### src/rtl/gf13_pkg.sv
// Shared GF(2^13) definitions: field width, reduction polynomial, element type, scheduler states.
package gf13_pkg;

    localparam int unsigned GF_M = 13;

    // x^13 + x^4 + x^3 + x + 1
    localparam logic [GF_M:0] GF_POLY = 14'h201B;

    typedef logic [GF_M-1:0] gf13_t;

    typedef enum logic [1:0] {
        IDLE = 2'd0,
        BUSY = 2'd1,
        DONE = 2'd2
    } frob_state_t;

endpackage

### src/rtl/gf_frobenius_sched_if.sv
// Request/response bus between the requesters and the shared squaring engine.
interface gf_frobenius_sched_if #(
    parameter int unsigned NREQ = 4,
    parameter int unsigned KW   = 4,
    parameter int unsigned IDW  = $clog2(NREQ)
);
    import gf13_pkg::*;

    logic [NREQ-1:0]      req_valid;
    logic [NREQ-1:0]      req_ready;
    logic [GF_M*NREQ-1:0] req_data;
    logic [KW*NREQ-1:0]   req_k;
    logic                 rsp_valid;
    logic                 rsp_ready;
    gf13_t                rsp_data;
    logic [IDW-1:0]       rsp_id;

    modport master (
        output req_valid, req_data, req_k, rsp_ready,
        input  req_ready, rsp_valid, rsp_data, rsp_id
    );

    modport slave (
        input  req_valid, req_data, req_k, rsp_ready,
        output req_ready, rsp_valid, rsp_data, rsp_id
    );

endinterface

### src/rtl/Square.sv
// Combinational GF(2^13) squaring: spread bits to even positions, then fold the high half down.
module Square
    import gf13_pkg::*;
(
    input  gf13_t a,
    output gf13_t y
);

    function automatic gf13_t gf_sq(input gf13_t x);
        logic [2*GF_M-2:0] p;
        p = '0;
        for (int unsigned i = 0; i < GF_M; i++) begin
            p[2*i] = x[i];
        end
        // Clear bits 24..13 from the top, each fold may set lower bits still to be visited.
        for (int j = 2*GF_M-2; j >= int'(GF_M); j--) begin
            if (p[j]) begin
                p[j -: GF_M+1] = p[j -: GF_M+1] ^ GF_POLY;
            end
        end
        return p[GF_M-1:0];
    endfunction

    assign y = gf_sq(a);

endmodule

### src/rtl/gf_frobenius_sched.sv
// Round-robin shared iterated-squaring engine: returns a^(2^k) tagged with the requester index.
module gf_frobenius_sched
    import gf13_pkg::*;
#(
    parameter int unsigned NREQ = 4,
    parameter int unsigned KW   = 4,
    parameter int unsigned IDW  = $clog2(NREQ)
) (
    input  logic               clk,
    input  logic               rst_n,
    gf_frobenius_sched_if.slave bus
);

    frob_state_t     state_q, state_d;
    gf13_t           acc_q, acc_d;
    logic [KW-1:0]   cnt_q, cnt_d;
    logic [IDW-1:0]  id_q, id_d;
    logic [IDW-1:0]  last_q, last_d;
    logic            rsp_valid_q, rsp_valid_d;

    logic            grant_vld_c;
    logic [IDW-1:0]  grant_idx_c;
    logic [IDW-1:0]  cand_c;
    logic [NREQ-1:0] grant_c;
    gf13_t           grant_data_c;
    logic [KW-1:0]   grant_k_c;
    logic            accept_c;
    gf13_t           sq_acc_c;

    Square u_square (
        .a (acc_q),
        .y (sq_acc_c)
    );

    // Round-robin pick: first valid requester searching upward from last+1, wrapping.
    always_comb begin
        grant_vld_c = 1'b0;
        grant_idx_c = '0;
        cand_c      = '0;
        for (int unsigned off = 1; off <= NREQ; off++) begin
            cand_c = IDW'((32'(last_q) + off) % NREQ);
            if (!grant_vld_c && bus.req_valid[cand_c]) begin
                grant_vld_c = 1'b1;
                grant_idx_c = cand_c;
            end
        end
    end

    // One-hot grant and payload of the picked requester.
    always_comb begin
        grant_c      = '0;
        grant_data_c = '0;
        grant_k_c    = '0;
        for (int unsigned i = 0; i < NREQ; i++) begin
            if (grant_vld_c && (grant_idx_c == IDW'(i))) begin
                grant_c[i]   = 1'b1;
                grant_data_c = bus.req_data[GF_M*i +: GF_M];
                grant_k_c    = bus.req_k[KW*i +: KW];
            end
        end
    end

    // Grants are only offered in IDLE and never while reset is held.
    always_comb begin
        bus.req_ready = '0;
        if (rst_n && (state_q == IDLE)) begin
            bus.req_ready = grant_c;
        end
    end

    assign accept_c = |(bus.req_valid & bus.req_ready);

    // State register.
    always_ff @(posedge clk or negedge rst_n) begin
        if (!rst_n) begin
            state_q <= IDLE;
        end else begin
            state_q <= state_d;
        end
    end

    // Next-state logic.
    always_comb begin
        state_d = state_q;
        case (state_q)
            IDLE: begin
                if (accept_c) begin
                    state_d = (grant_k_c == '0) ? DONE : BUSY;
                end
            end
            BUSY: begin
                if (cnt_q == KW'(1)) begin
                    state_d = DONE;
                end
            end
            DONE: begin
                if (bus.rsp_ready) begin
                    state_d = IDLE;
                end
            end
            default: state_d = IDLE;
        endcase
    end

    // Datapath next values: load on accept, square-and-count in BUSY, release on handshake.
    always_comb begin
        acc_d       = acc_q;
        cnt_d       = cnt_q;
        id_d        = id_q;
        last_d      = last_q;
        rsp_valid_d = rsp_valid_q;
        case (state_q)
            IDLE: begin
                if (accept_c) begin
                    acc_d       = grant_data_c;
                    cnt_d       = grant_k_c;
                    id_d        = grant_idx_c;
                    last_d      = grant_idx_c;
                    rsp_valid_d = (grant_k_c == '0);
                end
            end
            BUSY: begin
                acc_d = sq_acc_c;
                cnt_d = cnt_q - KW'(1);
                if (cnt_q == KW'(1)) begin
                    rsp_valid_d = 1'b1;
                end
            end
            DONE: begin
                if (bus.rsp_ready) begin
                    rsp_valid_d = 1'b0;
                end
            end
            default: rsp_valid_d = 1'b0;
        endcase
    end

    // Datapath registers; last resets to NREQ-1 so requester 0 wins first.
    always_ff @(posedge clk or negedge rst_n) begin
        if (!rst_n) begin
            acc_q       <= '0;
            cnt_q       <= '0;
            id_q        <= '0;
            last_q      <= IDW'(NREQ - 1);
            rsp_valid_q <= 1'b0;
        end else begin
            acc_q       <= acc_d;
            cnt_q       <= cnt_d;
            id_q        <= id_d;
            last_q      <= last_d;
            rsp_valid_q <= rsp_valid_d;
        end
    end

    assign bus.rsp_valid = rsp_valid_q;
    assign bus.rsp_data  = acc_q;
    assign bus.rsp_id    = id_q;

endmodule
### src/flat_wrapper.sv
// flat-port wrapper written by rule: the top's interface ports become plain ports
module gf_frobenius_sched_flat import gf13_pkg::*;
#(
    parameter int unsigned NREQ = 4,
    parameter int unsigned KW   = 4,
    parameter int unsigned IDW  = $clog2(NREQ)
)
  (clk, rst_n, bus_req_valid, bus_req_data, bus_req_k, bus_rsp_ready, bus_req_ready, bus_rsp_valid, bus_rsp_data, bus_rsp_id);
  gf_frobenius_sched_if #(.NREQ(NREQ), .KW(KW), .IDW(IDW)) bus_i ();
  input  logic clk;
  input  logic rst_n;
  input wire logic [$bits(bus_i.req_valid)-1:0] bus_req_valid;
  input wire logic [$bits(bus_i.req_data)-1:0] bus_req_data;
  input wire logic [$bits(bus_i.req_k)-1:0] bus_req_k;
  input wire logic [$bits(bus_i.rsp_ready)-1:0] bus_rsp_ready;
  output wire logic [$bits(bus_i.req_ready)-1:0] bus_req_ready;
  output wire logic [$bits(bus_i.rsp_valid)-1:0] bus_rsp_valid;
  output wire logic [$bits(bus_i.rsp_data)-1:0] bus_rsp_data;
  output wire logic [$bits(bus_i.rsp_id)-1:0] bus_rsp_id;
  assign bus_i.req_valid = bus_req_valid;
  assign bus_i.req_data = bus_req_data;
  assign bus_i.req_k = bus_req_k;
  assign bus_i.rsp_ready = bus_rsp_ready;
  assign bus_req_ready = bus_i.req_ready;
  assign bus_rsp_valid = bus_i.rsp_valid;
  assign bus_rsp_data = bus_i.rsp_data;
  assign bus_rsp_id = bus_i.rsp_id;
  gf_frobenius_sched #(.NREQ(NREQ), .KW(KW), .IDW(IDW)) u_core (.clk(clk), .rst_n(rst_n), .bus(bus_i));
endmodule
### config.mk
export PLATFORM = sky130hd
export DESIGN_NAME = gf_frobenius_sched_flat
export DESIGN_NICKNAME = d
export VERILOG_FILES = /design/src/rtl/gf13_pkg.sv /design/src/rtl/gf_frobenius_sched_if.sv /design/src/rtl/Square.sv /design/src/rtl/gf_frobenius_sched.sv /design/src/flat_wrapper.sv
export SDC_FILE = /design/constraint.sdc
export NUM_CORES = 1
export LEC_CHECK = 0
export CAP_MARGIN = 40
export CELL_PAD_IN_SITES_DETAIL_PLACEMENT = 0
export CELL_PAD_IN_SITES_GLOBAL_PLACEMENT = 1
export CORE_MARGIN = 2
export CORE_UTILIZATION = 31
export CTS_CLUSTER_DIAMETER = 40
export DETAILED_ROUTE_END_ITERATION = 16
export PLACE_DENSITY_LB_ADDON = 0.25
export SETUP_SLACK_MARGIN = 0.15
export SYNTH_ARGS = -nofsm -noshare
export SYNTH_HDL_FRONTEND = slang
export SYNTH_SLANG_ARGS = --single-unit
### constraint.sdc
create_clock -name clk -period 3.05 [get_ports clk]
set_input_delay 0.61 -clock clk [delete_from_list [all_inputs] [get_ports clk]]
set_output_delay 0.61 -clock clk [all_outputs]
set_load 0.02 [all_outputs]
==> flow_summary.yaml, run 1 <==
worst_hold_path:
  hold_end: "u_core.bus.rsp_id[1]"
  hp-start: "u_core.bus.rsp_id[1]"
  hold_depth: 1
  hold_path_class: "reg -> reg"
critical_path:
  worstReg2RegStart: "u_core.last_q[1]"
  slowest_stage: "clkdlybuf4s50_1"
  cp_top_family: "buffers and inverters"
  crit_fanout: 7
  r2r_end: "u_core.bus.rsp_data[4]"
  cp_num_buf_inv: 2
  crit_chain: "clkdlybuf4s50_1, mux2i_1, a221oi_4, nand2_1, nor2_1, dlygate4sd2_1"
  crit_type: "in -> out"
  critPathLaunchType: "input port"
  worstRegToRegCells: 8
  critPathRequiredTime_ps: 2440
  endpoint_kind: "primary output"
  reg2reg_slack_ps: 730
  crit_arrival_ps: 2140
  critical-path-max-stage-delay_ps: 600
logic_synthesis:
  synth_cell_types: 49
  synth-edff-count: 0
  synthesis.nets: 303
  ys_seq_elements: 23
  netlist_area_mm2: 0.00193
  async_reset_ff_share_pct: 100
  synthesis.instances: 226
  syn_area_per_cell_um2: 8.55
  yosysWarnings: 0
  synthFlopType: "dfrtp_1"
  synth-seq-area-share_pct: 29.9
global_routing:
  grt-ovfl-total: 0
  antenna_found_initial: 0
  grt_pass1_wl_um: 10700
  grt_max_degree: 24
  grt_pass1_vias: 2102
  track_usage_pct: 18.9
clock_tree:
  root_buffer: "clkbuf_8"
  numClockSinks: 23
  tritoncts: "built"
  htree_levels: 1
  path_clk_slew_ps: 90
  worstSkewPairLatency_ps: 270
  clockBufferDepth: 2
  cts_inserted_buffers: 3
floorplan:
  die-area_mm2: 0.00688
  start_util_pct: 32.4
  ios: 95
  die_w_um: 82.9
  die_h_um: 82.9
  rows: 28
  coreArea_mm2: 0.00596
timing:
  worst_slew_pin_slew_ps: 446
  slew_violations: 0
  worst_slack_ps: 296
  period_share_pct: 90.3
  max_clock_freq_mhz: 363
  rsz0062_at_grt: "no"
  hold_viol_final: 0
  fin_setup_tns_ps: 0
  slew_headroom_pct: 70.3
  final.setup_skew_ps: 2.17
  finalSetupViolations: 0
  finalCriticalPeriod_ps: 2750
route:
  drt_first_pass_iters: 4
  finalWirelength_um: 6330
  drtIter0Drc: 78
  postRouteAntennaNets: 0
  drc: 0
  vias: 2066
  vias_per_cell: 5.28
  wl_per_cell_um: 16.2
outcome:
  status: "complete, no violations"
cells_and_area:
  nets: 394
  layout-drive-gt1-share_pct: 9.81
  antennaDiodeCount: 0
  area_delta_synth_final_pct: 54.3
place:
  io_buffer_count: 94
  dpl.hpwl_um: 5050
  gp_congestion: 0.790
  dp_slack_ps: 26.7
power:
  powerDensity_mw_per_mm2: 1010
  peakVddDrop_v: 0.000510
  internal_power_uw: 1580
  p_clk_share_pct: 6.6
  seqPwrFrac_pct: 23.7
  p_comb_share_pct: 69.7
  p_switching_uw: 1420
  swShare_pct: 47.3
  p_leak_uw: 0.00120
flow_run:
  cap_violations: 0
-- power groups by stage --
| stage | clock network, µW | logic [µW] | registers, µW |
|---|---|---|---|
| after floorplan | 0 | 1440 | 732 |
| after global placement | 0 | 2100 | 715 |
| after detailed placement | 0 | 2110 | 718 |
| after CTS | 208 | 2110 | 712 |
| after global routing | 221 | 2330 | 746 |
| final | 199 | 2100 | 711 |
-- cells in the final DEF, fill, tap and decap left out, types with 2 or more instances in the layout --
master and instances:
a21o_1 2, a21oi_1 8, a221o_1 8, a221oi_1 7
a221oi_2 3, a22oi_1 3, a2bb2oi_1 3, a31oi_1 14
and2_1 3, buf_4 13, clkbuf_8 3, clkdlybuf4s50_1 89
dfrtp_1 21, dfstp_2 2, dlygate4sd2_1 3, dlymetal6s2s_1 2
ha_1 2, inv_1 5, mux2i_1 2, nand2_1 7
nand2b_1 2, nand3_1 9, nor2_1 33, nor2b_1 4
nor3_1 2, o211ai_1 6, o21a_1 3, o21ai_0 8
o21ai_1 8, o221ai_1 2, o22ai_1 2, o2bb2ai_1 2
or2_2 2, xnor2_1 9, xor2_1 8
-- cell families (layout without fill, tap and decap cells) --
logic type,count (synthesis),after routing,synth area share [%]
AOI/OAI and AO/OA,88,88,35.9
xor gates and xnor gates,17,17,7.71
adders and majority gates,2,2,1.30
buffers and inverters,26,116,7.71
DFF,23,23,29.9
muxes,2,2,1.04
and+or+nand+nor,68,68,16.5
-- state kept, by name, indices dropped and copies added, names as in the netlist --
name,cells
u_core.bus.rsp_data,13
u_core.cnt_q,4
u_core.bus.rsp_id,2
u_core.last_q,2
u_core.bus.rsp_valid,1
u_core.state_q,1
-- how the worst max path moves through the flow --
stage,slack [ps],from,cells past startpoint,to
after detailed placement,30,bus_req_valid[2],6,bus_req_ready[0]
final,300,bus_req_valid[2],6,bus_req_ready[0]
after global routing,180,bus_req_valid[2],6,bus_req_ready[0]
after CTS,150,bus_req_valid[0],6,bus_req_ready[1]
after floorplan,650,u_core.last_q[0],7,bus_req_ready[0]
after global placement,60,bus_req_valid[2],6,bus_req_ready[0]
-- area by class of cell --
class                      instances  area, µm²
inverter                           5       18.8
multi-input combinational        177       1200
timing repair buffer             107       1040
clock inverter                     1       5.00
tap                               75       93.8
clock buffer                       3       41.3
fill                             606       2970
sequential                        23        578
-- cell usage after synthesis, drive strengths merged, types with 2 or more instances --
master    n  area, µm²
nor2     35        141
dfrtp    21        526
o21ai    16       80.1
a31oi    14       87.6
buf      13        100
a221oi   11        133
nand3     9       45.0
xnor2     9       78.8
a21oi     8       40.0
a221o     8       80.1
clkbuf    8       30.0
xor2      8       70.1
nand2     7       26.3
o211ai    6       45.0
inv       5       18.8
a2bb2oi   4       41.3
nor2b     4       25.0
a22oi     3       22.5
and2      3       18.8
o21a      3       22.5
or2       3       18.8
a21o      2       15.0
dfstp     2       52.6
ha        2       25.0
mux2i     2       20.0
nand2b    2       12.5
nor3      2       10.0
o221ai    2       17.5
o22ai     2       12.5
o2bb2ai   2       17.5
-- layer usage --
layer	global-route usage (%)	wire length, µm	vias to the layer above
li1	-	-	1024
met1	24.3	2900	983
met2	32.3	3060	55
met3	4.77	315	4
met4	3.58	61	0
met5	0	0	-
-- metrics by stage --
stage          area (µm²)  power (µW)  hold slack (ps)  instances  utilization [%]
4_1_cts              2980        3030              490        391             50.0
3_5_place_dp         2930        2830              469        387             49.3
5_1_grt              2980        3300              516        391             50.1
2_1_floorplan        1930        2170              314        226                -
6_report             2980        3010              484        391             50.1
3_3_place_gp         2930        2810              461        387             49.3
-- what timing repair did --
action,CTS,global route
resized for setup,3,2
buffers inserted,0,0
setup endpoints to repair,3,1
hold buffers,0,0
Power figures use the tool's default switching activity.
==> inputs of run 2 (changes only) <==
- CORE_UTILIZATION: 31 -> 29
- clock period: 3.05 -> 2.85 ns (I/O delays scaled with it)
==> flow_summary.yaml, run 2 (synthesis results as in run 1) <==
route:
  drtIter0Drc: 86
  wl_per_cell_um: 16.6
  drc: 0
  vias: 2080
  drt_first_pass_iters: 4
  vias_per_cell: 5.23
  postRouteAntennaNets: 0
  finalWirelength_um: 6630
clock_tree:
  path_clk_slew_ps: 90
  htree_levels: 1
  clockBufferDepth: 2
  numClockSinks: 23
  worstSkewPairLatency_ps: 270
  tritoncts: "built"
  root_buffer: "clkbuf_8"
  postCtsSetupBuffers: 0
  cts_inserted_buffers: 3
critical_path:
  worstRegToRegCells: 8
  crit_chain: "clkdlybuf4s50_1, buf_4, o21ai_1, a32o_2, and2_1, dlygate4sd2_1"
  critPathRequiredTime_ps: 2280
  crit_arrival_ps: 2020
  critPathLaunchType: "input port"
  cp_num_buf_inv: 3
  reg2reg_slack_ps: 500
  crit_fanout: 6
  worstReg2RegStart: "u_core.last_q[1]"
  crit_type: "in -> out"
  endpoint_kind: "primary output"
  r2r_end: "u_core.cnt_q[3]"
  slowest_stage: "clkdlybuf4s50_1"
  critical-path-max-stage-delay_ps: 480
  cp_top_family: "buffers and inverters"
floorplan:
  die-area_mm2: 0.00733
  die_h_um: 85.6
  ios: 95
  start_util_pct: 30.3
  rows: 29
  die_w_um: 85.6
  coreArea_mm2: 0.00639
timing:
  finalCriticalPeriod_ps: 2590
  rsz0062_at_grt: "no"
  hold_viol_final: 0
  worst_slew_pin_slew_ps: 375
  holdWs_ps: 481
  period_share_pct: 90.9
  max_clock_freq_mhz: 386
  finalSetupViolations: 0
  final.setup_skew_ps: 6.58
  slew_violations: 0
  slew_headroom_pct: 74.8
power:
  internal_power_uw: 1740
  p_clk_share_pct: 6.6
  peakVddDrop_v: 0.000542
  seqPwrFrac_pct: 23.4
  powerDensity_mw_per_mm2: 1080
  swShare_pct: 47.0
  totalPowerFinal_uw: 3290
  p_comb_share_pct: 70.1
  p_switching_uw: 1540
  p_leak_uw: 0.00120
place:
  io_buffer_count: 94
  dp.cells: 394
  dpl.hpwl_um: 5230
  gp_congestion: 0.808
global_routing:
  grt-ovfl-total: 0
  track_usage_pct: 18.4
  grt_max_degree: 24
  antenna_found_initial: 0
  grt_pass1_vias: 2057
  grt_pass1_wl_um: 10600
cells_and_area:
  layout-drive-gt1-share_pct: 11.2
  layout_commonest_cell: "clkdlybuf4s50_1"
  largest_reg_flops: 13
  antennaDiodeCount: 0
  fin_cells: 398
  utilization_pct: 47.5
  area_delta_synth_final_pct: 57.1
  nets: 399
  mostFrequentLayoutCells: "89 x clkdlybuf4s50_1, 33 x nor2_1, 21 x dfrtp_1"
worst_hold_path:
  hold_depth: 1
  hold_path_class: "reg -> reg"
  hp-start: "u_core.bus.rsp_id[1]"
  hold_end: "u_core.bus.rsp_id[1]"
flow_run:
  cap_violations: 0
outcome:
  status: "complete, no violations"
run 2: cell count changes in the layout (fill, tap and decap cells not counted), sizes merged:
cell	change
buf	+5
clkbuf	+2
clkinv	-1
dlygate4sd2	+1
dlymetal6s2s	-2
run 2: power groups by stage:
stage / combinational [µW] / sequential (µW) / clock [µW]
2_1_floorplan: 1540 / 784 / 0
3_3_place_gp: 2300 / 770 / 0
3_5_place_dp: 2320 / 775 / 0
4_1_cts: 2320 / 769 / 223
5_1_grt: 2540 / 802 / 235
6_report: 2300 / 769 / 216
run 2: cell type report:
class                           count  area, µm²
Multi-Input combinational cell    177       1200
Clock buffer                        4       45.0
Inverter                            5       18.8
Timing Repair Buffer              112       1090
Sequential cell                    23        578
Tap cell                           77       96.3
Fill cell                         665       3350
run 2: worst max path at each step:
stage | depth (start not counted) | end | startpoint
after floorplan | 7 | bus_req_ready[0] | u_core.last_q[0]
after global placement | 6 | bus_req_ready[0] | bus_req_valid[2]
after detailed placement | 6 | bus_req_ready[0] | bus_req_valid[2]
after CTS | 6 | bus_req_ready[0] | bus_req_valid[2]
after global routing | 6 | bus_req_ready[2] | bus_req_valid[3]
final | 6 | bus_req_ready[1] | bus_req_valid[0]
run 2: metal layers:
metal  share of wire (%)  global-route usage (%)
met2                  48                    31.3
met4                 2.0                    5.77
met3                 4.7                    2.98
met5                   0                       0
met1                  45                    23.8
run 2: timing repair:
item / in CTS / in global routing
pin swaps: 0 / 0
resized for setup: 5 / 2
endpoints found under the setup margin: 4 / 1
hold buffers: 0 / 0
run 2: through the flow:
step           setup TNS [ps]  instance area [µm²]  setup slack [ps]
2_1_floorplan               0                 1930               486
3_3_place_gp                0                 3000              12.1
3_5_place_dp            -55.7                 3000             -55.7
4_1_cts                     0                 3040               210
5_1_grt                     0                 3030               195
6_report                    0                 3030               259
